<file path="src/rtl/input_cond_pkg.sv">
// rtl/input_cond_pkg.sv - shared constants and width helper for input_conditioner
package input_cond_pkg;

  localparam int IC_SYNC_STAGES_DEF = 2;
  localparam int IC_DEBOUNCE_DEF    = 65536;

  // clog2 with a floor of 1 so single-value counters still get a bit
  function automatic int cnt_width(input int n);
    return (n <= 1) ? 1 : $clog2(n);
  endfunction

endpackage

</file>
<file path="src/rtl/input_cond_channel.sv">
// rtl/input_cond_channel.sv - one channel: synchroniser, debounce, edge pulses, long press
// Long-press hold counter built only with INPUT_CONDITIONER_LONG_PRESS_EN.
module input_cond_channel
  import input_cond_pkg::*;
#(
  parameter int SYNC_STAGES     = IC_SYNC_STAGES_DEF,
  parameter int DEBOUNCE_CYCLES = IC_DEBOUNCE_DEF,
  parameter int LONG_CYCLES     = 50000000,
  parameter bit INIT            = 1'b0
) (
  input  logic clk_mac,
  input  logic rst_n,
  input  logic i_in,
  output logic o_out,
  output logic o_rise,
  output logic o_fall,
  output logic o_long_press
);

  localparam int DW = cnt_width(DEBOUNCE_CYCLES);
  localparam logic [DW-1:0] D_LAST = DW'(DEBOUNCE_CYCLES - 1);

  if (SYNC_STAGES < 2)     begin : g_bad_sync  $error("SYNC_STAGES must be >= 2");     end
  if (DEBOUNCE_CYCLES < 1) begin : g_bad_deb   $error("DEBOUNCE_CYCLES must be >= 1"); end
  if (LONG_CYCLES < 1)     begin : g_bad_long  $error("LONG_CYCLES must be >= 1");     end

  logic [SYNC_STAGES-1:0] r_sync;
  logic [DW-1:0]          r_dcnt;
  logic                   r_out;
  logic                   r_rise;
  logic                   r_fall;
  logic                   w_s;

  assign w_s = r_sync[SYNC_STAGES-1];

  always_ff @(posedge clk_mac or negedge rst_n) begin
    if (!rst_n) begin
      r_sync <= {SYNC_STAGES{INIT}};
    end else begin
      r_sync <= {r_sync[SYNC_STAGES-2:0], i_in};
    end
  end

  // Any sample agreeing with out restarts the count, rejecting short glitches
  always_ff @(posedge clk_mac or negedge rst_n) begin
    if (!rst_n) begin
      r_dcnt <= '0;
      r_out  <= INIT;
      r_rise <= 1'b0;
      r_fall <= 1'b0;
    end else begin
      r_rise <= 1'b0;
      r_fall <= 1'b0;
      if (w_s == r_out) begin
        r_dcnt <= '0;
      end else if (r_dcnt == D_LAST) begin
        r_dcnt <= '0;
        r_out  <= w_s;
        r_rise <= w_s;
        r_fall <= ~w_s;
      end else begin
        r_dcnt <= r_dcnt + 1'b1;
      end
    end
  end

  assign o_out  = r_out;
  assign o_rise = r_rise;
  assign o_fall = r_fall;

`ifdef INPUT_CONDITIONER_LONG_PRESS_EN
  localparam int HW = cnt_width(LONG_CYCLES + 1);
  localparam logic [HW-1:0] H_LAST = HW'(LONG_CYCLES);

  logic [HW-1:0] r_hcnt;
  logic          r_long;

  // Saturating at H_LAST makes the pulse fire once per hold
  always_ff @(posedge clk_mac or negedge rst_n) begin
    if (!rst_n) begin
      r_hcnt <= '0;
      r_long <= 1'b0;
    end else begin
      r_long <= 1'b0;
      if (!r_out) begin
        r_hcnt <= '0;
      end else if (r_hcnt != H_LAST) begin
        r_hcnt <= r_hcnt + 1'b1;
        r_long <= (r_hcnt == H_LAST - 1'b1);
      end
    end
  end

  assign o_long_press = r_long;
`else
  assign o_long_press = 1'b0;
`endif

endmodule

</file>
<file path="src/rtl/input_conditioner.sv">
// rtl/input_conditioner.sv - multi-channel debounce/edge/long-press conditioner
// Long-press logic built only with INPUT_CONDITIONER_LONG_PRESS_EN.
module input_conditioner
  import input_cond_pkg::*;
#(
  parameter int                  CHANNELS        = 4,
  parameter int                  SYNC_STAGES     = IC_SYNC_STAGES_DEF,
  parameter int                  DEBOUNCE_CYCLES = IC_DEBOUNCE_DEF,
  parameter int                  LONG_CYCLES     = 50000000,
  parameter logic [CHANNELS-1:0] INIT            = {CHANNELS{1'b0}}
) (
  input  logic                clk_mac,
  input  logic                rst_n,
  input  logic [CHANNELS-1:0] in,
  output logic [CHANNELS-1:0] out,
  output logic [CHANNELS-1:0] rise,
  output logic [CHANNELS-1:0] fall,
  output logic [CHANNELS-1:0] long_press
);

  if (CHANNELS < 1) begin : g_bad_ch $error("CHANNELS must be >= 1"); end

  for (genvar i = 0; i < CHANNELS; i++) begin : g_ch
    input_cond_channel #(
      .SYNC_STAGES     (SYNC_STAGES),
      .DEBOUNCE_CYCLES (DEBOUNCE_CYCLES),
      .LONG_CYCLES     (LONG_CYCLES),
      .INIT            (INIT[i])
    ) u_channel (
      .clk_mac      (clk_mac),
      .rst_n        (rst_n),
      .i_in         (in[i]),
      .o_out        (out[i]),
      .o_rise       (rise[i]),
      .o_fall       (fall[i]),
      .o_long_press (long_press[i])
    );
  end

endmodule

</file>
<file path="config.mk">
export PLATFORM = sky130hd
export DESIGN_NAME = input_conditioner
export DESIGN_NICKNAME = d
export VERILOG_FILES = /design/src/rtl/input_cond_pkg.sv /design/src/rtl/input_cond_channel.sv /design/src/rtl/input_conditioner.sv
export SDC_FILE = /design/constraint.sdc
export NUM_CORES = 1
export LEC_CHECK = 0
export ABC_CLOCK_PERIOD_IN_PS = 4500
export CAP_MARGIN = 5
export CORE_AREA = 2 2 81 83
export CTS_BUF_LIST = sky130_fd_sc_hd__clkbuf_2 sky130_fd_sc_hd__clkbuf_4 sky130_fd_sc_hd__clkbuf_8
export CTS_CLUSTER_SIZE = 10
export DETAILED_ROUTE_END_ITERATION = 6
export DIE_AREA = 0 0 83 85
export PLACE_DENSITY = 0.8
export SYNTH_ARGS = -nofsm -noshare
export SYNTH_HDL_FRONTEND = slang
export SYNTH_SLANG_ARGS = --single-unit
</file>
<file path="constraint.sdc">
create_clock -name clk_mac -period 4.5 [get_ports clk_mac]
set_clock_uncertainty 0.2 [all_clocks]
set_input_delay 0.9 -clock clk_mac [delete_from_list [all_inputs] [get_ports clk_mac]]
set_output_delay 0.9 -clock clk_mac [all_outputs]
set_load 0.02 [all_outputs]
</file>
Yosys cells after proc, flatten, opt, wreduce, memory -nomap -nowiden:

Cells that the tools add are included.

* register bits after elaboration: 84
* input bits: 6
* output and inout bits: 16
* logic and storage cells: 68

* $add $sub $neg: 4
* equal/unequal tests: 8
* mux-type cells: 24
* bitwise operators: 8
* reduce and logical (&&, ||, !) cells: 4

Operators with widths (count)
* 2-to-1 mux 16 bit: 8
* adder 16 x 1 -> 16 bit, second input constant: 4
* equality test 16 bit, second input constant: 4
* 2-to-1 mux 1 bit: 16
* NOT 1 bit: 8
* AND reduction 2 bit: 4
* equality test 1 bit: 4

Depth between registers and ports, before layout:

* depth in word-level cells: 3
* depth in mapped cells: 6
* mapped depth without buffers: 5

Hierarchy:

A second synthesis with hierarchy kept.

* cell total of the unflattened synthesis: 348
* area, all modules: 3823.7 um^2

By module, submodules not included
* input_cond_channel: instances 4, cells an instance 87, area each 955.9 um^2

Worst setup path after synthesis:

OpenSTA, ideal clock, no wires.

* path kind: register -> register
* start: register g_ch[2].u_channel.r_dcnt[0]
* end: register g_ch[2].u_channel.r_out
* arrival time: 1.601 ns
* required time: 4.175 ns
* slack: 2.574 ns
* stages on the path, launching flop included: 5
* buffers on the path: 0
* period minus slack after synthesis: 1.926 ns
* cell sequence: dfrtp_1 -> ha_1 -> nand3_2 -> or4_4 -> mux2_4

* longest elaborated chain between the ends: 2

RTL lines
* start, declared: line input_cond_channel.sv:28 `logic [DW-1:0] r_dcnt;`
* start signal, assigned: line input_cond_channel.sv:62 `r_dcnt <= r_dcnt + 1'b1;`
* equality test 16 bit: line input_cond_channel.sv:56 `end else if (r_dcnt == D_LAST) begin`
* AND reduction 2 bit (no source line)
* end signal, assigned: line input_cond_channel.sv:58 `r_out <= w_s;`
* end, declared: line input_cond_channel.sv:29 `logic r_out;`

No other way between the ends.
A chain may end at the register's enable or synchronous reset.

Worst setup path after layout:

* start: register g_ch[2].u_channel.r_out
* end: output port out[2]

RTL lines
* end, declared: line input_conditioner.sv:15 `output logic [CHANNELS-1:0] out,`

No word-level cell between the ends.

==> run_results.csv <==
group,metric,value,unit
yosys,ys_top_cells_by_area,"dfrtp_1 (54%), xnor2_1 (9.9%), nor2_1 (6.9%), buf_4 (3.3%), xor2_1 (2.9%)",
drt,antenna_left,0,
global_routing,antenna_found_initial,0,
worst_setup_path,cpMaxStageDelayCell,"clkdlybuf4s50_1",
run_status,status,"finished clean",
clock_tree,cts_hold_buf,0,
yosys,synth-edff-count,0,
clock_tree,clockRootBuffer,"clkbuf_8",
sta,slew_headroom,33.28,%
global_routing,track_usage,19.04,%
clock_tree,clk_path_buf_depth,2,
hold_path,hp-class,"flip-flop to flip-flop",
layout,areaGrowthSynthToFinish,8.201,%
clock_tree,cts.repair.resized,0,
clock_tree,htree_num_levels,3,
sta,max_freq,399.8,MHz
power_and_ir_drop,power_density,323.7,nW/µm²
yosys,ys_seq_area_share,54.25,%
yosys,netlist_instances,361,
global_routing,overflow,0,
worst_setup_path,cp-startpoint,"g_ch[2].u_channel.o_out",
clock_tree,numClockSinks,84,
worst_setup_path,crit_chain,"clkdlybuf4s50_1",
power_and_ir_drop,p_leak,0.001765,µW
worst_setup_path,crit_buf_inv,1,
sta,finalSetupViolations,0,
yosys,netlist_area,3875,µm²
sta,hold_violations,0,
yosys,netlist.area_leader.share,54.25,%
worst_setup_path,critPathTopFamily,"buffers and inverters",
floorplan,initial_utilization,62.45,%
drt,wl_per_cell,13.25,µm
drt,viasPerCell,5.415,
sta,finalSetupTns,0,ns
floorplan,die_x,83,µm
layout,layout.nets,381,
worst_setup_path,required,3.40,ns
worst_setup_path,worstSetupPathType,"flip-flop to output port",
flow_run,drv_cap,0,
yosys,synth.ff_latch_count,84,
worst_setup_path,timing.rr.start,"g_ch[2].u_channel.r_dcnt[0]",
global_routing,first_global_vias,2432,
floorplan,io_pins,22,
drt,detailroute.via_count,2453,
layout,multi_input_area,1580,µm²
power_and_ir_drop,ir_drop,0.2115,mV
power_and_ir_drop,power,1357,µW
sta,rsz0062_at_grt,"no",
yosys,yosysMostFrequentCell,"dfrtp_1",
worst_setup_path,slowest_delay,0.63,ns
placed_design,port_buffers,17,
placed_design,routabilityCongestion,0.7746,
clock_tree,post_cts_buffers,0,
yosys,avgSynthCellArea,10.73,µm²
global_routing,grt_max_degree,85,
drt,drt_iter0_drc,106,
clock_tree,cts_tree,"yes",
yosys,synth_common_cells,"dfrtp_1 (84), nor2_1 (71), xnor2_1 (44)",
yosys,yosys.area.top_type,"dfrtp_1",
layout,final-seq-area,2102,µm²
yosys,ys.flop_type,"dfrtp_1",
yosys,async_reset_ff_share,100.0,%
drt,drc,0,
clock_tree,path_clk_slew,0.08,ns
sta,min_period,2.501,ns
worst_setup_path,crit_arrival,1.40,ns
sta,worst_slew_pin_slew,1.001,ns
yosys,yosysWarnings,0,
worst_setup_path,cp_max_fo,5,
hold_path,min-delay-start,"g_ch[1].u_channel.r_sync[0]",
floorplan,die-area,7055,µm²
layout,drive_gt1_share,8.245,%
yosys,synth_cell_types,35,
worst_setup_path,startpoint_type,"flip-flop",
layout,antennaDiodeCount,0,
drt,firstDrtPassIters,4,
placed_design,hpwl,3981,µm
floorplan,fp.coreArea,6205,µm²
layout,fillers,447,
sta,drv_slew,0,
floorplan,dieHeight,85,µm
global_routing,grt_pass1_wl,10810,µm
floorplan,rows,29,
clock_tree,cts_buffers,9,
drt,finalWirelength,6004,µm
worst_setup_path,endpoint_kind,"output port",
clock_tree,clock_latency,0.35,ns
sta,fin_crit_sh,55.58,%
-- metrics by stage --
step	worst slack (ns)	std cells	hold WS, ns	instance area [µm²]	util, %
6_report	1.999	453	0.1614	4193	67.57
5_1_grt	1.943	453	0.1625	4193	67.57
4_1_cts	1.982	453	0.1637	4193	67.57
3_5_place_dp	2.376	437	0.1484	3991	64.33
3_3_place_gp	2.398	437	0.1344	3991	64.33
2_1_floorplan	2.574	364	0.1312	3886	-
-- kinds of logic (layout without fill, tap and decap cells) --
logic type	after synthesis	count (layout)	synth area share [%]
mux	4	4	1.356
xor+xnor	57	57	12.88
flops	84	84	54.25
compound gates	7	7	1.098
fa+ha+maj	4	4	1.292
simple gates	171	171	23.77
other cells	1	4	0.09678
buf+inv	33	45	5.263
-- cell type report --
type / instances / share of cell area, %
Sequential cell: 84 / 50.13
Multi-Input combinational cell: 247 / 37.69
Timing Repair Buffer: 17 / 3.999
Clock buffer: 10 / 3.283
Tap cell: 77 / 2.298
Clock inverter: 6 / 1.522
Inverter: 12 / 1.074
-- layout by cell type (no fill, tap or decap), types with 2 or more instances in the layout --
cell type        Yosys  routed
a21oi_1              2       2
and3_1               3       3
and4_1               4       4
clkbuf_8             0      10
clkdlybuf4s50_1      0      16
clkinv_2             0       2
clkinvlp_4           0       2
conb_1               1       4
dfrtp_1             84      84
ha_1                 4       4
inv_1               12      12
mux2_2               2       2
mux2_4               2       2
nand2_1             14      14
nand2b_4             2       2
nand3_1             19      19
nand3_2              2       2
nand4_1             13      13
nand4_4              3       3
nor2_1              71      71
nor3_1              13      13
nor3b_1              8       8
nor4_1              11      11
o21ai_0              2       2
or3_1                2       2
or4_4                2       2
xnor2_1             44      44
xor2_1              13      13
-- report_power, final --
part           switching, µW  internal [µW]
Clock                    260            270
Sequential              11.8            766
Combinational           33.5           15.1
-- routing by layer --
layer / global-route usage [%] / share of wire [%] / vias to the layer above / wire length [µm]
li1: - / - / 1214 / -
met1: 24.08 / 46 / 1186 / 2764
met2: 31.52 / 48 / 45 / 2901
met3: 6.226 / 4.5 / 8 / 270
met4: 5.961 / 1.1 / 0 / 68
met5: 0 / 0 / - / 0
-- flip-flops by register name, indices dropped and copies added, names as in the netlist --
signal / count
g_ch.u_channel.r_sync: 8
g_ch.u_channel.o_fall: 4
g_ch.u_channel.o_rise: 4
g_ch.u_channel.o_out: 4
g_ch.u_channel.r_dcnt: 64
-- path summary, 6_finish.rpt --
kind | end | slack, ns | cells past startpoint
worst max register to register | g_ch[2].u_channel.o_out | 2.46 | 4
min in group asynchronous | g_ch[0].u_channel.r_dcnt[10] | 0.50 | 1
worst min register to register | g_ch[1].u_channel.r_sync[1] | 0.16 | 0
worst min-delay path | g_ch[1].u_channel.r_sync[1] | 0.16 | 0
worst max-delay path | out[2] | 2.00 | 1
max in group asynchronous | g_ch[0].u_channel.r_dcnt[5] | 2.94 | 1
No activity file was read; power rests on OpenSTA's default activity.
